## config.mk

```make
export PLATFORM = sky130hd
export DESIGN_NAME = dispatch_ctrl
export DESIGN_NICKNAME = d
export VERILOG_FILES = /design/src/rtl/dispatch_ctrl_pkg.sv /design/src/rtl/dispatch_ctrl_fit.sv /design/src/rtl/dispatch_ctrl.sv
export SDC_FILE = /design/constraint.sdc
export NUM_CORES = 1
export LEC_CHECK = 0
export ABC_AREA = 1
export CAP_MARGIN = 10
export CORE_MARGIN = 2
export CORE_UTILIZATION = 40
export CTS_CLUSTER_DIAMETER = 50
export DETAILED_ROUTE_END_ITERATION = 12
export PLACE_DENSITY = 0.74
export SYNTH_ARGS = -nofsm -noshare
export SYNTH_HDL_FRONTEND = slang
export SYNTH_HIERARCHICAL = 1
export SYNTH_SLANG_ARGS = --single-unit
```

## constraint.sdc

```tcl
create_clock -name clock -period 2.8 [get_ports clock]
set_input_delay 0.56 -clock clock [delete_from_list [all_inputs] [get_ports clock]]
set_output_delay 0.56 -clock clock [all_outputs]
set_load 0.05 [all_outputs]
```

## src/rtl/dispatch_ctrl_pkg.sv

```systemverilog
// Shared dispatch-stage types: sequencer states and processor exit status codes.
package sys_defs;

    typedef enum logic [1:0] {
        RUN   = 2'd0,
        DRAIN = 2'd1,
        DONE  = 2'd2
    } DISP_STATE;

    typedef enum logic [1:0] {
        EXIT_NONE    = 2'd0,
        EXIT_HALT    = 2'd1,
        EXIT_ILLEGAL = 2'd2
    } EXIT_STATUS;

    // Illegal outranks halt when a slot carries both flags.
    function automatic EXIT_STATUS exit_kind(input logic is_illegal);
        return is_illegal ? EXIT_ILLEGAL : EXIT_HALT;
    endfunction

endpackage

```

## src/rtl/dispatch_ctrl_fit.sv

```systemverilog
// Prefix-sum resource check: fit[i] is set when slots 0..i together fit in every
// free count. Halt/illegal slots only consume a ROB entry.
module dispatch_fit #(
    parameter int WIDTH = 2,
    parameter int CNT_W = 6
) (
    input  logic [WIDTH-1:0] slot_valid,
    input  logic [WIDTH-1:0] slot_halt,
    input  logic [WIDTH-1:0] slot_illegal,
    input  logic [WIDTH-1:0] slot_is_store,
    input  logic [WIDTH-1:0] slot_dest_nz,
    input  logic [CNT_W-1:0] rob_free,
    input  logic [CNT_W-1:0] rs_free,
    input  logic [CNT_W-1:0] fl_free,
    input  logic [CNT_W-1:0] sq_free,
    output logic [WIDTH-1:0] fit
);

    // Wide enough that WIDTH accumulated needs can never wrap.
    localparam int SUM_W = CNT_W + $clog2(WIDTH) + 1;

    logic [WIDTH-1:0][SUM_W-1:0] rob_sum;
    logic [WIDTH-1:0][SUM_W-1:0] rs_sum;
    logic [WIDTH-1:0][SUM_W-1:0] fl_sum;
    logic [WIDTH-1:0][SUM_W-1:0] sq_sum;

    generate
        for (genvar gi = 0; gi < WIDTH; gi++) begin : g_slot
            logic             blocker;
            logic [SUM_W-1:0] rob_need;
            logic [SUM_W-1:0] rs_need;
            logic [SUM_W-1:0] fl_need;
            logic [SUM_W-1:0] sq_need;

            assign blocker  = slot_halt[gi] | slot_illegal[gi];
            assign rob_need = SUM_W'(slot_valid[gi]);
            assign rs_need  = SUM_W'(slot_valid[gi] & ~blocker);
            assign fl_need  = SUM_W'(slot_valid[gi] & ~blocker & slot_dest_nz[gi]);
            assign sq_need  = SUM_W'(slot_valid[gi] & ~blocker & slot_is_store[gi]);

            if (gi == 0) begin : g_first
                assign rob_sum[gi] = rob_need;
                assign rs_sum[gi]  = rs_need;
                assign fl_sum[gi]  = fl_need;
                assign sq_sum[gi]  = sq_need;
            end else begin : g_rest
                assign rob_sum[gi] = rob_sum[gi-1] + rob_need;
                assign rs_sum[gi]  = rs_sum[gi-1]  + rs_need;
                assign fl_sum[gi]  = fl_sum[gi-1]  + fl_need;
                assign sq_sum[gi]  = sq_sum[gi-1]  + sq_need;
            end

            assign fit[gi] = (rob_sum[gi] <= SUM_W'(rob_free)) &&
                             (rs_sum[gi]  <= SUM_W'(rs_free))  &&
                             (fl_sum[gi]  <= SUM_W'(fl_free))  &&
                             (sq_sum[gi]  <= SUM_W'(sq_free));
        end
    endgenerate

endmodule

```

## src/rtl/dispatch_ctrl.sv

```systemverilog
// Dispatch-stage sequencer: in-order prefix dispatch against backend resources,
// halt/illegal drain handling, exit status and stall-cycle performance counter.
module dispatch_ctrl
    import sys_defs::*;
#(
    parameter int WIDTH  = 2,
    parameter int CNT_W  = 6,
    parameter int PERF_W = 32
) (
    input  logic                         clock,
    input  logic                         reset,
    input  logic [WIDTH-1:0]             slot_valid,
    input  logic [WIDTH-1:0]             slot_halt,
    input  logic [WIDTH-1:0]             slot_illegal,
    input  logic [WIDTH-1:0]             slot_is_store,
    input  logic [WIDTH-1:0]             slot_dest_nz,
    input  logic [CNT_W-1:0]             rob_free,
    input  logic [CNT_W-1:0]             rs_free,
    input  logic [CNT_W-1:0]             fl_free,
    input  logic [CNT_W-1:0]             sq_free,
    input  logic                         squash,
    input  logic                         retire_halt,
    output logic [WIDTH-1:0]             dispatch_mask,
    output logic [$clog2(WIDTH+1)-1:0]   dispatch_cnt,
    output logic                         stall,
    output logic [1:0]                   exit_status,
    output logic                         done,
    output logic [PERF_W-1:0]            stall_cycles
);

    localparam int CNT_OUT_W = $clog2(WIDTH + 1);

    DISP_STATE  state_reg;
    EXIT_STATUS pend_kind_reg;

    logic [WIDTH-1:0] fit;
    logic [WIDTH-1:0] blocker;
    logic             dispatch_open;
    logic             hit_blocker;
    logic             hit_illegal;

    dispatch_fit #(
        .WIDTH (WIDTH),
        .CNT_W (CNT_W)
    ) u_fit (
        .slot_valid    (slot_valid),
        .slot_halt     (slot_halt),
        .slot_illegal  (slot_illegal),
        .slot_is_store (slot_is_store),
        .slot_dest_nz  (slot_dest_nz),
        .rob_free      (rob_free),
        .rs_free       (rs_free),
        .fl_free       (fl_free),
        .sq_free       (sq_free),
        .fit           (fit)
    );

    assign blocker       = slot_halt | slot_illegal;
    assign dispatch_open = (state_reg == RUN) && !squash;

    // The prefix closes at the first slot that fails to dispatch or that is itself a blocker.
    always_comb begin
        logic open;
        open          = dispatch_open;
        dispatch_mask = '0;
        for (int i = 0; i < WIDTH; i++) begin
            if (open && slot_valid[i] && fit[i]) begin
                dispatch_mask[i] = 1'b1;
            end else begin
                open = 1'b0;
            end
            if (blocker[i]) begin
                open = 1'b0;
            end
        end
    end

    always_comb begin
        dispatch_cnt = '0;
        for (int i = 0; i < WIDTH; i++) begin
            dispatch_cnt = dispatch_cnt + CNT_OUT_W'(dispatch_mask[i]);
        end
    end

    assign hit_blocker = |(dispatch_mask & blocker);
    assign hit_illegal = |(dispatch_mask & slot_illegal);
    assign stall       = dispatch_open && slot_valid[0] && !dispatch_mask[0];

    always_ff @(posedge clock or posedge reset) begin
        if (reset) begin
            state_reg     <= RUN;
            pend_kind_reg <= EXIT_NONE;
            exit_status   <= EXIT_NONE;
            done          <= 1'b0;
        end else begin
            case (state_reg)
                RUN: begin
                    if (hit_blocker) begin
                        state_reg     <= DRAIN;
                        pend_kind_reg <= exit_kind(hit_illegal);
                    end
                end
                DRAIN: begin
                    // A retiring halt is architecturally committed, so it beats a same-cycle squash.
                    if (retire_halt) begin
                        state_reg   <= DONE;
                        exit_status <= pend_kind_reg;
                        done        <= 1'b1;
                    end else if (squash) begin
                        state_reg     <= RUN;
                        pend_kind_reg <= EXIT_NONE;
                    end
                end
                DONE: begin
                    state_reg <= DONE;
                end
                default: begin
                    state_reg <= RUN;
                end
            endcase
        end
    end

    always_ff @(posedge clock or posedge reset) begin
        if (reset) begin
            stall_cycles <= '0;
        end else if (stall && (stall_cycles != {PERF_W{1'b1}})) begin
            stall_cycles <= stall_cycles + 1'b1;
        end
    end

endmodule

```

==> impl_metrics.env, run 1 <==
export IMPL_cp_arrival_ps=2480
export IMPL_grt_usage_pct=20.3
export IMPL_slowest_delay_ps=520
export IMPL_cpMaxStageDelayCell="clkdlybuf4s50_1"
export IMPL_finalHoldViolCount=0
export IMPL_final_cell_mix="nand2_1 (230), nor2_1 (65), clkdlybuf4s50_1 (62)"
export IMPL_vias_per_cell=4.67
export IMPL_slew_headroom_pct=66.4
export IMPL_worstSetupPathType="primary input to output port"
export IMPL_final_cells=702
export IMPL_synthCells=500
export IMPL_min_to="done"
export IMPL_clkSinkCount=39
export IMPL_grt_start_max_net_pins=40
export IMPL_clk_latency_ps=300
export IMPL_p_per_area_mw_per_mm2=265
export IMPL_slew_violations=0
export IMPL_irDropWorstVdd_mv=0.176
export IMPL_r2r_slack_ps=780
export IMPL_die_h_um=92.3
export IMPL_cts_tree="done"
export IMPL_tns_ps=-702
export IMPL_dp_cells=687
export IMPL_p_leak_uw=0.00208
export IMPL_finalSetupViolations=4
export IMPL_core_region_area_mm2=0.00765
export IMPL_layout_drive_gt1_share_pct=16.2
export IMPL_clk_path_buf_depth=2
export IMPL_yosys_top_cells_area="dfrtp_1 (31%), nand2_1 (28%), nor2_1 (8.4%)"
export IMPL_drtIter0Drc=148
export IMPL_ys_warn_count=6
export IMPL_die_area_mm2=0.00852
export IMPL_seqPwrFrac_pct=47.1
export IMPL_diodes=0
export IMPL_p_clk_share_pct=39.4
export IMPL_antenna_left=0
export IMPL_path_clk_slew_ps=80
export IMPL_vias=3279
export IMPL_routed_wl_um=8400
export IMPL_overflow=0
export IMPL_min_path_type="flip-flop to flip-flop"
export IMPL_violations="negative setup slack"
export IMPL_layout_setup_ws_ps=-238
export IMPL_num_rows=32
export IMPL_switchingPower_uw=278
export IMPL_largest_register_ffs=32
export IMPL_power_frac_comb_pct=13.5
export IMPL_syn_num_nets=556
export IMPL_synth_cell_types=28
export IMPL_layout_commonest_cell="nand2_1"
export IMPL_maxCapViolCount=0
export IMPL_portBuffers=77
export IMPL_fin_nets=655
export IMPL_fin_crit_ps=3040
export IMPL_postSynthAreaPerCell_um2=6.24
export IMPL_root_buffer="clkbuf_8"
export IMPL_io_pins=78
export IMPL_yosysTopAreaCell="dfrtp_1"
export IMPL_rsz0062_at_grt="yes"
export IMPL_worst_path_buf_inv=5
export IMPL_swShare_pct=23.3
export IMPL_area_growth_pct=44.5
export IMPL_wl_per_cell_um=12.0
export IMPL_cts_made_buffers=5
export IMPL_status="finished, violations left"
export IMPL_skew_ps=7.65
export IMPL_die_x_um=92.3
export IMPL_reg2regPathDepth=9
export IMPL_htreeDepth=2
export IMPL_timing_rr_end="stall_cycles[2]"
export IMPL_critical_path_top_delay_family="buffers and inverters"
export IMPL_startpoint_type="primary input"
export IMPL_p_int_uw=916
export IMPL_first_pass_iters=4
export IMPL_gp_congestion=0.893
export IMPL_place_area_mm2=0.00419
export IMPL_grt_pass1_vias=3172
export IMPL_synth_cell_area_mm2=0.00312
export IMPL_worst_slew_pin_slew_ps=503
export IMPL_ys_seq_elements=39
export IMPL_cp_end_kind="output port"
export IMPL_dp_hpwl_um=6440
export IMPL_hp_start="done"
export IMPL_finalCritPeriodShare_pct=108
export IMPL_drc=0
export IMPL_cp_cell_sequence="clkdlybuf4s50_1 > inv_1 > ha_4 > inv_2 > o21bai_1 > nand3_1 > nand2_1 > nor2_1 > nand2_1 > inv_2 > nand2_2 > nor2_4 > ha_4 > buf_12"
export IMPL_dp_slack_ps=-714
export IMPL_antenna_found_initial=0
export IMPL_synth_seq_area_share_pct=31.3
export IMPL_yosysTopAreaCellShare_pct=31.3
export IMPL_cp_required_ps=2240
export IMPL_regMostFlops="stall_cycles"
export IMPL_min_path_cells=2
export IMPL_max_freq_mhz=329
export IMPL_start_util_pct=40.8
export IMPL_crit_path_max_fanout=2
export IMPL_grt_pass1_wl_um=14000
export IMPL_timing_rr_start="stall_cycles[0]"
export IMPL_final_cell_area_mm2=0.00451
[layer usage]
metal	GRT usage, %	vias up	part of all wire [%]
li1	-	1717	-
met1	24.0	1460	43
met2	37.3	89	50
met3	4.39	13	5.4
met4	4.85	0	1.5
met5	0	-	0
[metrics by stage]
stage | total power [uW] | util, % | hold slack [ps]
floorplan | 628 | - | 438
detailed placement | 711 | 54.8 | 452
finish | 1190 | 59.0 | 471
global placement | 705 | 54.8 | 453
CTS | 1200 | 58.1 | 471
global route | 1250 | 59.0 | 502
[cells in the mapped netlist, drive strengths merged]
master and n:
or2 1, ha 18, nand3 24, inv 66
buf 6, a21oi 1, o21bai 4, xnor2 7
dfrtp 39, nor3 4, nand4 1, nor2 74
o21ai 5, and2 1, mux2 2, xor2 4
o31ai 1, nor4 1, nand2 240, o21a 1
[cells by family (layout without fill, tap and decap cells)]
| family | count (synthesis) | after routing | share of synthesized area (%) |
|---|---|---|---|
| AND/OR/NAND/NOR | 346 | 346 | 45.1 |
| adder cells (fa/ha/maj) | 18 | 18 | 7.22 |
| AO/OA/AOI/OAI | 12 | 12 | 2.41 |
| multiplexers | 2 | 2 | 0.722 |
| buffers and inverters | 72 | 172 | 10.2 |
| XOR/XNOR | 11 | 11 | 3.09 |
| flip-flops | 39 | 39 | 31.3 |
[what timing repair did]
| item | 4_1_cts | 5_1_grt |
|---|---|---|
| setup buffers | 7 | 0 |
| setup endpoints to repair | 5 | 5 |
| hold buffers | 0 | 0 |
| resized for setup | 56 | 13 |
| pin swaps | 22 | 22 |
[worst register-to-register path, stage by stage, from the launching register on]
cell,delay (ps)
dfrtp_1,490
ha_1,390
nand3_2,170
inv_2,120
nand2_4,80
nor2_4,130
nand2_2,80
nand2_4,80
buf_4,240
o21ai_0,110
[worst max path at each step]
stage,start,to,slack (ps),cells after the start
after floorplan,slot_halt[0],dispatch_cnt[0],-140,10
after global placement,slot_valid[0],dispatch_cnt[0],-610,18
after detailed placement,slot_valid[0],dispatch_cnt[0],-710,18
after CTS,slot_valid[0],dispatch_cnt[0],-260,18
after global routing,slot_illegal[0],dispatch_cnt[0],-360,17
final,fl_free[1],dispatch_cnt[0],-240,14
[layout make-up]
| type | count | area, um^2 |
|---|---|---|
| clock buffer | 5 | 68.8 |
| timing repair buffer | 98 | 975 |
| clock inverter | 3 | 43.8 |
| multi-input combinational | 389 | 2060 |
| fill | 703 | 3140 |
| tap | 102 | 128 |
| inverter | 66 | 256 |
| sequential | 39 | 976 |
[power by group through the flow]
stage / Clock [uW] / Combinational [uW] / Sequential [uW]
floorplan: 0 / 54.6 / 574
global placement: 0 / 131 / 574
detailed placement: 0 / 137 / 574
CTS: 485 / 151 / 563
global route: 512 / 180 / 563
finish: 470 / 162 / 563
No activity file was read; power rests on OpenSTA's default activity.
==> run 2, diff against run 1 <==
Settings changed: RECOVER_POWER set to 25.
==> run 2 against run 1 <==
Compared with the run above: the run still ends with negative setup slack left; clock-buffer cell count unchanged; utilization about the same; cell area about the same; sequential share of layout area about the same; register-to-register slack about the same; non-clock buffer count unchanged; clock skew unchanged; global-route usage unchanged.
==> impl_metrics.env, run 2 (synthesized netlist as in run 1, its figures left out) <==
export IMPL_cp_end_kind="output port"
export IMPL_max_freq_mhz=329
export IMPL_layout_setup_ws_ps=-238
export IMPL_root_buffer="clkbuf_8"
export IMPL_die_x_um=92.3
export IMPL_worstSetupPathType="primary input to output port"
export IMPL_skew_ps=7.65
export IMPL_area_growth_pct=44.5
export IMPL_portBuffers=77
export IMPL_clk_latency_ps=300
export IMPL_start_util_pct=40.8
export IMPL_finalHoldViolCount=0
export IMPL_cp_required_ps=2240
export IMPL_status="finished, violations left"
export IMPL_die_h_um=92.3
export IMPL_htreeDepth=2
export IMPL_cts_tree="done"
export IMPL_clkSinkCount=39
export IMPL_antenna_left=0
export IMPL_layout_drive_gt1_share_pct=16.2
export IMPL_final_cell_area_mm2=0.00451
export IMPL_ctsHoldBuffers=0
export IMPL_io_pins=78
export IMPL_layout_commonest_cell="nand2_1"
export IMPL_crit_path_max_fanout=2
export IMPL_largest_register_ffs=32
export IMPL_violations="negative setup slack"
export IMPL_regMostFlops="stall_cycles"
export IMPL_final_cell_mix="nand2_1 (230), nor2_1 (65), clkdlybuf4s50_1 (60)"
export IMPL_cpMaxStageDelayCell="clkdlybuf4s50_1"
export IMPL_timing_critical_path_from="fl_free[1]"
export IMPL_grt_pass1_wl_um=14000
export IMPL_reg2regPathDepth=9
export IMPL_vias=3279
export IMPL_irDropWorstVdd_mv=0.176
export IMPL_clk_path_buf_depth=2
export IMPL_fin_nets=655
export IMPL_first_pass_iters=4
export IMPL_place_area_mm2=0.00419
export IMPL_drtIter0Drc=148
export IMPL_timing_rr_start="stall_cycles[0]"
export IMPL_cts_made_buffers=5
export IMPL_dp_hpwl_um=6440
export IMPL_path_clk_slew_ps=80
export IMPL_die_area_mm2=0.00852
export IMPL_core_region_area_mm2=0.00765
export IMPL_wl_per_cell_um=12.0
export IMPL_grt_usage_pct=20.3
export IMPL_slew_headroom_pct=37.8
export IMPL_rsz0062_at_grt="yes"
export IMPL_r2r_slack_ps=780
export IMPL_diodes=0
export IMPL_cp_endpoint="dispatch_cnt[0]"
export IMPL_cp_cell_sequence="clkdlybuf4s50_1 > inv_1 > ha_4 > inv_2 > o21bai_1 > nand3_1 > nand2_1 > nor2_1 > nand2_1 > inv_2 > nand2_2 > nor2_4 > ha_4 > buf_12"
export IMPL_slew_violations=0
export IMPL_grt_start_max_net_pins=40
export IMPL_startpoint_type="primary input"
export IMPL_min_path_type="flip-flop to flip-flop"
export IMPL_num_rows=32
export IMPL_slowest_delay_ps=520
export IMPL_maxCapViolCount=0
export IMPL_gp_congestion=0.893
export IMPL_p_leak_uw=0.00208
export IMPL_finalCritPeriodShare_pct=108
export IMPL_vias_per_cell=4.67
export IMPL_cp_arrival_ps=2480
export IMPL_fin_crit_ps=3040
export IMPL_grt_pass1_vias=3172
export IMPL_p_per_area_mw_per_mm2=265
export IMPL_power_total_uw=1190
export IMPL_antenna_found_initial=0
export IMPL_timing_rr_end="stall_cycles[2]"
export IMPL_routed_wl_um=8400
export IMPL_worst_slew_pin_slew_ps=933
export IMPL_drc=0
export IMPL_dp_slack_ps=-714
export IMPL_overflow=0
export IMPL_finalSetupViolations=4
==> run 2: changes by cell type in the layout (fill, tap and decap cells not counted), sizes merged <==
| cell | delta |
|---|---|
| clkdlybuf4s50 | -2 |
| dlygate4sd3 | +2 |
| buf | -1 |
| clkbuf | +1 |
==> run 2: layout make-up <==
class	count	area (um^2)
multi-input cells	389	2060
inverters	66	256
clock inverters	3	43.8
well taps	102	128
fillers	704	3140
flip-flops and latches	39	976
repair buffers	98	972
clock buffers	5	68.8
==> run 2: routing by layer <==
| metal | vias to the layer above | track usage [%] | part of all wire [%] |
|---|---|---|---|
| met5 | - | 0 | 0 |
| li1 | 1717 | - | - |
| met2 | 89 | 37.3 | 50 |
| met4 | 0 | 4.85 | 1.5 |
| met1 | 1460 | 24.0 | 43 |
| met3 | 13 | 4.39 | 5.4 |
==> run 2: report_power, final <==
group	switching (uW)	total [uW]	leakage, uW	internal (uW)
Sequential	0	563	0.000529	563
Clock	205	470	0.0000581	265
Combinational	73.3	161	0.00149	87.4
==> run 2: per-stage QoR <==
stage | instances | setup TNS, ps | utilization [%] | hold WS [ps]
finish | 702 | -702 | 58.9 | 471
global route | 702 | -1300 | 58.9 | 502
CTS | 702 | -791 | 58.1 | 471
detailed placement | 687 | -11220 | 54.8 | 452
global placement | 687 | -9050 | 54.8 | 453
floorplan | 500 | -243 | - | 438
==> run 2: how the worst min path moves through the flow <==
| stage | startpoint | endpoint | slack [ps] | cells past startpoint |
|---|---|---|---|---|
| after CTS | done | done | 470 | 2 |
| after global routing | done | done | 500 | 2 |
| after global placement | done | done | 450 | 2 |
| final | done | done | 470 | 2 |
| after detailed placement | done | done | 450 | 2 |
| after floorplan | pend_kind_reg[0] | pend_kind_reg[0] | 440 | 2 |
==> run 2: what timing repair did <==
item / 4_1_cts / 5_1_grt
endpoints found under the hold margin: 0 / 0
buffers inserted: 7 / 0
setup endpoints to repair: 5 / 5
pin swaps: 22 / 22
gates resized for setup: 56 / 13
==> run 2: worst max-delay path, delay by kind of cell <==
family / cells / cell delay, ps
simple gates: 6 / 420
fa+ha+maj: 2 / 540
compound gates: 1 / 130
buf+inv: 5 / 800
==> run 3, diff against run 2 <==
Settings changed: CORE_MARGIN 2 to 10.
==> run 3 against run 2 <==
Compared with the run above: utilization rose by 1.2 points; sequential cell count did not move; power is 8.5% higher; sequential power about the same; wire length rose by 8.4%; global-route usage down 4.9 points; clock power increased by 21%; combinational power is 3% higher; largest power group is now clock; the run still ends with negative setup slack left.
==> impl_metrics.env, run 3 (synthesized netlist as in run 1, its figures left out) <==
export IMPL_cp_required_ps=2240
export IMPL_finalSetupViolations=4
export IMPL_portBuffers=77
export IMPL_grt_start_max_net_pins=40
export IMPL_vias=3321
export IMPL_diodes=0
export IMPL_p_clk_share_pct=43.7
export IMPL_p_int_uw=1010
export IMPL_routed_top_layer="met4"
export IMPL_path_clk_slew_ps=80
export IMPL_final_cell_mix="nand2_1 (229), nor2_1 (65), clkdlybuf4s50_1 (60)"
export IMPL_min_path_type="flip-flop to flip-flop"
export IMPL_skew_ps=4.04
export IMPL_multi_input_area_mm2=0.00208
export IMPL_antenna_left=0
export IMPL_wl_per_cell_um=12.9
export IMPL_vias_per_cell=4.72
export IMPL_max_freq_mhz=330
export IMPL_seqPwrFrac_pct=43.4
export IMPL_switchingPower_uw=285
export IMPL_gp_congestion=0.951
export IMPL_layout_setup_ws_ps=-231
export IMPL_reg2regPathDepth=11
export IMPL_finalHoldViolCount=0
export IMPL_fin_crit_ps=3030
export IMPL_clk_latency_ps=290
export IMPL_grt_pass1_wl_um=15000
export IMPL_slew_violations=0
export IMPL_io_pins=78
export IMPL_maxCapViolCount=0
export IMPL_htreeDepth=2
export IMPL_timing_rr_end="stall_cycles[11]"
export IMPL_cp_end_kind="output port"
export IMPL_overflow=0
export IMPL_timing_rr_start="stall_cycles[0]"
export IMPL_layout_drive_gt1_share_pct=16.9
export IMPL_die_x_um=108
export IMPL_clk_path_buf_depth=2
export IMPL_wl_met1_um=3670
export IMPL_drtIter0Drc=179
export IMPL_p_leak_uw=0.00211
export IMPL_cp_arrival_ps=2470
export IMPL_slew_headroom_pct=37.3
export IMPL_dr_wl_met3_um=659
export IMPL_antenna_found_initial=0
export IMPL_clkSinkCount=39
export IMPL_rsz0062_at_grt="yes"
export IMPL_final_cells=704
export IMPL_violations="negative setup slack"
export IMPL_swShare_pct=22.0
export IMPL_core_region_area_mm2=0.00765
export IMPL_power_total_uw=1300
export IMPL_layout_commonest_cell="nand2_1"
export IMPL_cts_tree="done"
export IMPL_largest_register_ffs=32
export IMPL_dp_hpwl_um=7130
export IMPL_timing_critical_path_from="slot_illegal[0]"
export IMPL_area_growth_pct=47.4
export IMPL_die_h_um=108
export IMPL_root_buffer="clkbuf_8"
export IMPL_worstSetupPathType="primary input to output port"
export IMPL_final_util_pct=60.1
export IMPL_startpoint_type="primary input"
export IMPL_grt_usage_pct=15.4
export IMPL_worst_slew_pin_slew_ps=941
export IMPL_cp_endpoint="dispatch_cnt[0]"
export IMPL_crit_path_max_fanout=4
export IMPL_start_util_pct=40.8
export IMPL_irDropWorstVdd_mv=0.201
export IMPL_tns_ps=-582
export IMPL_regMostFlops="stall_cycles"
export IMPL_num_rows=32
export IMPL_finalCritPeriodShare_pct=108
export IMPL_drc=0
export IMPL_p_per_area_mw_per_mm2=282
export IMPL_dp_cells=690
export IMPL_dp_slack_ps=-630
export IMPL_first_pass_iters=4
export IMPL_status="finished, violations left"
export IMPL_r2r_slack_ps=860
export IMPL_seqCellArea_um2=976
export IMPL_routed_wl_um=9100
export IMPL_grt_pass1_vias=3275
export IMPL_power_frac_comb_pct=12.8
export IMPL_wl_met2_um=4580
export IMPL_cts_made_buffers=5
export IMPL_die_area_mm2=0.0117
export IMPL_hp_start="done"
export IMPL_fin_nets=657
export IMPL_nFillCells=706
## run 3: cell types whose count changed in the layout (fill, tap and decap cells not counted), sizes merged
| cell | before | now |
|---|---|---|
| clkinv | 2 | 0 |
| bufinv | 1 | 2 |
| buf | 31 | 33 |
| clkbuf | 6 | 7 |
## run 3: area by class of cell
cell class / instances / area share (%)
multi-input cells: 389 / 45.1
repair buffers: 100 / 22.4
flip-flops and latches: 39 / 21.2
inverters: 66 / 5.63
well taps: 102 / 2.77
clock buffers: 6 / 1.58
clock inverters: 2 / 1.31
## run 3: worst min-delay path by stage
stage | end | cells after the start
2_1_floorplan | pend_kind_reg[0] | 2
3_3_place_gp | done | 2
3_5_place_dp | done | 2
4_1_cts | done | 2
5_1_grt | pend_kind_reg[0] | 2
6_report | done | 2
## run 3: power groups by stage
stage	combinational (uW)	clock, uW	sequential [uW]
global placement	132	0	574
CTS	156	574	563
floorplan	54.6	0	574
detailed placement	138	0	574
finish	166	567	563
global route	184	599	563
## run 3: timing repair
item / 4_1_cts / 5_1_grt
gates cloned: 0 / 0
buffers inserted: 4 / 2
pin swaps: 27 / 15
hold buffers: 0 / 0
endpoints found under the setup margin: 7 / 5
endpoints found under the hold margin: 0 / 0
gates resized for setup: 59 / 15
## run 3: stage by stage
step	hold slack [ps]	cell area, um^2
floorplan	438	3200
global placement	453	4250
detailed placement	453	4250
CTS	472	4510
global route	506	4600
finish	468	4600
## run 3: layer usage
layer / up-vias / global-route usage (%)
li1: 1719 / -
met1: 1493 / 17.6
met2: 94 / 27.3
met3: 15 / 3.93
met4: 0 / 5.08
met5: - / 0
## run 3: worst max-delay path, stage by stage
cell	delay (ps)
buf_8	100
nor3_4	280
nand2_2	120
inv_2	80
ha_4	120
inv_2	40
ha_4	250
nand2_2	50
nand3_2	60
nand2_1	40
nor2_1	100
nand2_1	70
inv_2	60
nand2_2	60
nor2_4	110
ha_4	210
buf_12	140
==> RTL change 1, RTL diff (settings of run 2) <==
Register the output `dispatch_cnt`, with the module's reset; this adds one clock of latency there. The other outputs are not delayed to match.
--- a/src/rtl/dispatch_ctrl.sv
+++ b/src/rtl/dispatch_ctrl.sv
@@ -29,6 +29,8 @@
 );
 
     localparam int CNT_OUT_W = $clog2(WIDTH + 1);
+
+    logic [$clog2(WIDTH+1)-1:0] dispatch_cnt_d;
 
     DISP_STATE  state_reg;
     EXIT_STATUS pend_kind_reg;
@@ -76,9 +78,9 @@
     end
 
     always_comb begin
-        dispatch_cnt = '0;
+        dispatch_cnt_d = '0;
         for (int i = 0; i < WIDTH; i++) begin
-            dispatch_cnt = dispatch_cnt + CNT_OUT_W'(dispatch_mask[i]);
+            dispatch_cnt_d = dispatch_cnt_d + CNT_OUT_W'(dispatch_mask[i]);
         end
     end
 
@@ -129,5 +131,13 @@
         end
     end
 
+    always_ff @(posedge clock or posedge reset) begin
+        if (reset) begin
+            dispatch_cnt <= '0;
+        end else begin
+            dispatch_cnt <= dispatch_cnt_d;
+        end
+    end
+
 endmodule
 
Behaviour: not the same (Yosys sat finds a counterexample within 4 cycles, from zero or initial values and one cycle with reset high).
==> RTL change 1 against run 2 <==
The run still ends with negative setup slack left. Critical endpoint is now dispatch_mask[1]. Combinational power shrank 9%. Final area shrank 2.4%. Sequential cell count grew 2. Area after synthesis grew 1.4%. Setup slack gained 190 ps. Critical path type unchanged. Routed wire length shrank 4.3%. Largest power group unchanged. Highest routed layer unchanged. Total power shrank 6.6%. Synthesized cell count shrank 0.80%.
==> RTL change 1: results (changes against run 2) <==
\begin{tabular}{lr}
\hline
Metric & Value \\
\hline
\multicolumn{2}{l}{\textbf{Final layout}} \\
Number of nets in the finished design & 648 (-1.1\%) \\
Number of flip-flops under the largest register name & 32 (unchanged) \\
Count of placed standard cells in the final layout, fillers left out & 695 (-1.0\%) \\
Layout cell share with drive strength beyond 1 & 0.135 (-0.0268) \\
\multicolumn{2}{l}{\textbf{Status}} \\
Outcome & complete, but fails checks \\
Violated checks & negative setup slack \\
\multicolumn{2}{l}{\textbf{Placed design}} \\
Setup WS pre-CTS & -545 ps (+169 ps) \\
Placed inst area & 4150 um2 (-0.84\%) \\
Final estimated routing congestion in global placement & 0.929 (+4.0\%) \\
Placed Instances & 682 (-0.73\%) \\
\multicolumn{2}{l}{\textbf{Critical path}} \\
CP Data Arrival Time & 2280 ps (-200 ps) \\
Critical Path Source & rs\_free[1] \\
Cell depth of the worst flop-to-flop path & 10 (+1) \\
\multicolumn{2}{l}{\textbf{Clock network}} \\
Resize count post-CTS & 53 (-5.4\%) \\
CTS root buf & clkbuf\_8 \\
Number of H-tree branching levels & 2 (unchanged) \\
Post-CTS setup buffers & 4 (-3) \\
\multicolumn{2}{l}{\textbf{Global route}} \\
Met3 Usage GRT & 0.0399 (-0.00407) \\
Met2 track demand over resource & 0.360 (-0.0136) \\
Total track usage & 0.193 (-0.00976) \\
Met1 GRT Util & 0.218 (-0.0223) \\
Pin count of the biggest net entering global routing & 42 (+5.0\%) \\
First-pass GRT wire length & 13.7 mm (-2.7\%) \\
\multicolumn{2}{l}{\textbf{Drt}} \\
Pre-antenna DRT Iters & 5 (+1) \\
Total wirelength of the detailed-routed design & 8.04 mm (-4.3\%) \\
Starting DRT DRC Count & 131 (-11\%) \\
Routed vias & 3297 (+0.55\%) \\
\multicolumn{2}{l}{\textbf{Yosys}} \\
Net Count, Synth & 552 (-0.72\%) \\
Number of warnings issued by yosys & 6 (unchanged) \\
Proportion of synthesized chip area in sequential cells & 0.324 (+0.0115) \\
Leading cell types by total area after synthesis & dfrtp\_1, nand2\_1, nor2\_1 \\
Count of different cell masters after synthesis & 31 (+11\%) \\
Synth top cells by count & nand2\_1, nor2\_1, inv\_1 \\
\multicolumn{2}{l}{\textbf{STA}} \\
Worst-margin pin slew & 987 ps (+54.5 ps) \\
\# setup viols final & 2 (-2) \\
Slack of the critical path & -43.0 ps (+195 ps) \\
Final Skew & 6.18 ps (-1.47 ps) \\
\multicolumn{2}{l}{\textbf{Power}} \\
IR drop worst, VDD & 0.140 mV (-20\%) \\
Total leakage power & 2.14 nW (+2.9\%) \\
\multicolumn{2}{l}{\textbf{Hold path}} \\
Hold Path Origin & done \\
\hline
\end{tabular}
[RTL change 1: cells by family after synthesis]
group / after synthesis / share of synthesized area
buf+inv: 73 / 0.0957
compound gates: 12 / 0.0237
fa+ha+maj: 18 / 0.0712
xor+xnor: 13 / 0.0360
flops: 41 / 0.324
mux: 2 / 0.00712
simple gates: 337 / 0.442
[RTL change 1: worst paths after layout]
kind | slack (ps) | to
max reg2reg | 960 | stall_cycles[6]
max in group asynchronous | 1170 | stall_cycles[26]
min | 470 | done
min reg2reg | 470 | done
max | -40 | dispatch_mask[1]
min in group asynchronous | 1020 | done
[RTL change 1: power by group]
| part | internal [mW] | total, mW | switching (mW) |
|---|---|---|---|
| sequential | 0.592 | 0.592 | 0 |
| clock | 0.173 | 0.378 | 0.205 |
| combinational | 0.0784 | 0.146 | 0.0673 |
[RTL change 1: per-stage QoR]
| stage | TNS (ps) | utilization |
|---|---|---|
| finish | -69.2 | 0.572 |
| global placement | -11090 | 0.540 |
| global route | -379 | 0.572 |
| CTS | -1.79 | 0.564 |
| floorplan | 0 | - |
| detailed placement | -13620 | 0.540 |
[RTL change 1: final cells by class]
type                            instances  area [um2]
Fill cell                             725        3290
Multi-Input combinational cell        382        1990
Sequential cell                        41        1030
Timing Repair Buffer                   94         916
Inverter                               68         258
Tap cell                              102         128
Clock buffer                            6        72.6
Clock inverter                          2        10.0
[RTL change 1: layer usage]
metal	vias up	routed length, um
met4	0	150
met5	-	0
met1	1489	3310
met2	101	4070
met3	16	505
li1	1691	-
[RTL change 1: critical path, stage by stage]
cell	delay [ps]
clkdlybuf4s50_1	500
inv_1	60
ha_1	300
inv_1	60
o21bai_1	70
nand3_1	90
nand2_1	70
nor2_1	110
nand2_1	70
inv_2	60
nand2_2	60
nor2_4	120
buf_12	150
==> RTL change 2, RTL diff (flow settings as in run 2) <==
Made on the original files. `CNT_W` is set to 6 in 2 places; all go to 12.
--- a/src/rtl/dispatch_ctrl_fit.sv
+++ b/src/rtl/dispatch_ctrl_fit.sv
@@ -2,7 +2,7 @@
 // free count. Halt/illegal slots only consume a ROB entry.
 module dispatch_fit #(
     parameter int WIDTH = 2,
-    parameter int CNT_W = 6
+    parameter int CNT_W = 12
 ) (
     input  logic [WIDTH-1:0] slot_valid,
     input  logic [WIDTH-1:0] slot_halt,
--- a/src/rtl/dispatch_ctrl.sv
+++ b/src/rtl/dispatch_ctrl.sv
@@ -4,7 +4,7 @@
     import sys_defs::*;
 #(
     parameter int WIDTH  = 2,
-    parameter int CNT_W  = 6,
+    parameter int CNT_W  = 12,
     parameter int PERF_W = 32
 ) (
     input  logic                         clock,
Ports: changed (resized fl_free, rob_free, rs_free and sq_free); port bits go from 78 to 102. No check against the original RTL was run, so the function may have changed too.
==> RTL change 2 against run 2 <==
The run still ends with negative setup slack left. Area after synthesis is 3.3% higher. Combinational power increased by 13%. Sequential cell count is the same. Total power fell by 6.1%. Clock skew increased by 4.3 ps. Maximum frequency decreased by 3.4%. Sequential power is essentially flat. Final area rose by 5.7%. Setup slack got worse by 110 ps. Routed wire length rose by 4.9%. Largest cell class unchanged. Highest routed layer unchanged.
==> RTL change 2: results (changes against run 2) <==
\begin{tabular}{lr}
\hline
Metric & Value \\
\hline
\multicolumn{2}{l}{\textbf{STA}} \\
\# setup viols final & 5 (+1) \\
Slew Limit Headroom & 0.342 (-0.0363) \\
Slack of the critical path & -345 ps (-107 ps) \\
\multicolumn{2}{l}{\textbf{Global route}} \\
First-pass GRT wire length & 15.2 mm (+7.9\%) \\
Total track usage & 0.211 (+0.00730) \\
\multicolumn{2}{l}{\textbf{Critical path}} \\
Worst stage delay on the critical path & 270 ps (-250 ps) \\
Crit path max-delay family & simple AND/OR/NAND/NOR gates \\
Cell depth of the worst flop-to-flop path & 11 (+2) \\
Critical Path Source & slot\_valid[0] \\
Worst flop-to-flop path endpoint & stall\_cycles[24] \\
\multicolumn{2}{l}{\textbf{Power}} \\
IR drop worst, VDD & 0.162 mV (-7.6\%) \\
Total power draw & 1.12 mW (-6.1\%) \\
\multicolumn{2}{l}{\textbf{Placed design}} \\
Setup WS pre-CTS & -752 ps (-38.4 ps) \\
Placed Instances & 739 (+7.6\%) \\
Placed inst area & 4520 um2 (+7.9\%) \\
Final estimated routing congestion in global placement & 0.899 (+0.72\%) \\
\multicolumn{2}{l}{\textbf{Final layout}} \\
Layout cell share with drive strength beyond 1 & 0.132 (-0.0298) \\
Area grow syn2layout & 47.8\% \\
Filler instances & 719 (+2.1\%) \\
\multicolumn{2}{l}{\textbf{Status}} \\
Violated checks & negative setup slack \\
Outcome & complete, but fails checks \\
\multicolumn{2}{l}{\textbf{Drt}} \\
Starting DRT DRC Count & 141 (-4.7\%) \\
Routed wire per std cell & 11.7 um (-2.3\%) \\
\multicolumn{2}{l}{\textbf{Yosys}} \\
Proportion of synthesized chip area in sequential cells & 0.303 (-0.00996) \\
Compound-Gate Fraction of Synth Area & 0.0210 (-0.00310) \\
Xor and xnor area share after synthesis & 0.0299 (-0.000983) \\
\hline
\end{tabular}
==> RTL change 2: cell types whose count changed in the layout (fill, tap and decap cells not counted), moves of 6 or more <==
cell	run 2	this run
nor2_2	2	9
nor2_1	65	80
clkdlybuf4s50_1	60	84
ha_1	6	12
nand2_1	230	241
ha_4	12	6
==> RTL change 2: metal layers <==
metal  GRT usage  wire length [um]
met4      0.0531                77
met1       0.240              3690
met2       0.401              4620
met5           0                 0
met3      0.0377               428
==> RTL change 2: timing repair <==
action,4_1_cts,5_1_grt
resized for setup,46,21
buffers inserted,6,6
hold endpoints to repair,0,0
pin swaps,28,23
endpoints found under the setup margin,19,7
==> RTL change 2: layout make-up <==
type                    instances  area share
multi-input cells             419       0.435
flip-flops and latches         39       0.205
inverters                      63      0.0507
clock inverters                 2     0.00263
well taps                     102      0.0268
repair buffers                123       0.265
clock buffers                   6      0.0152
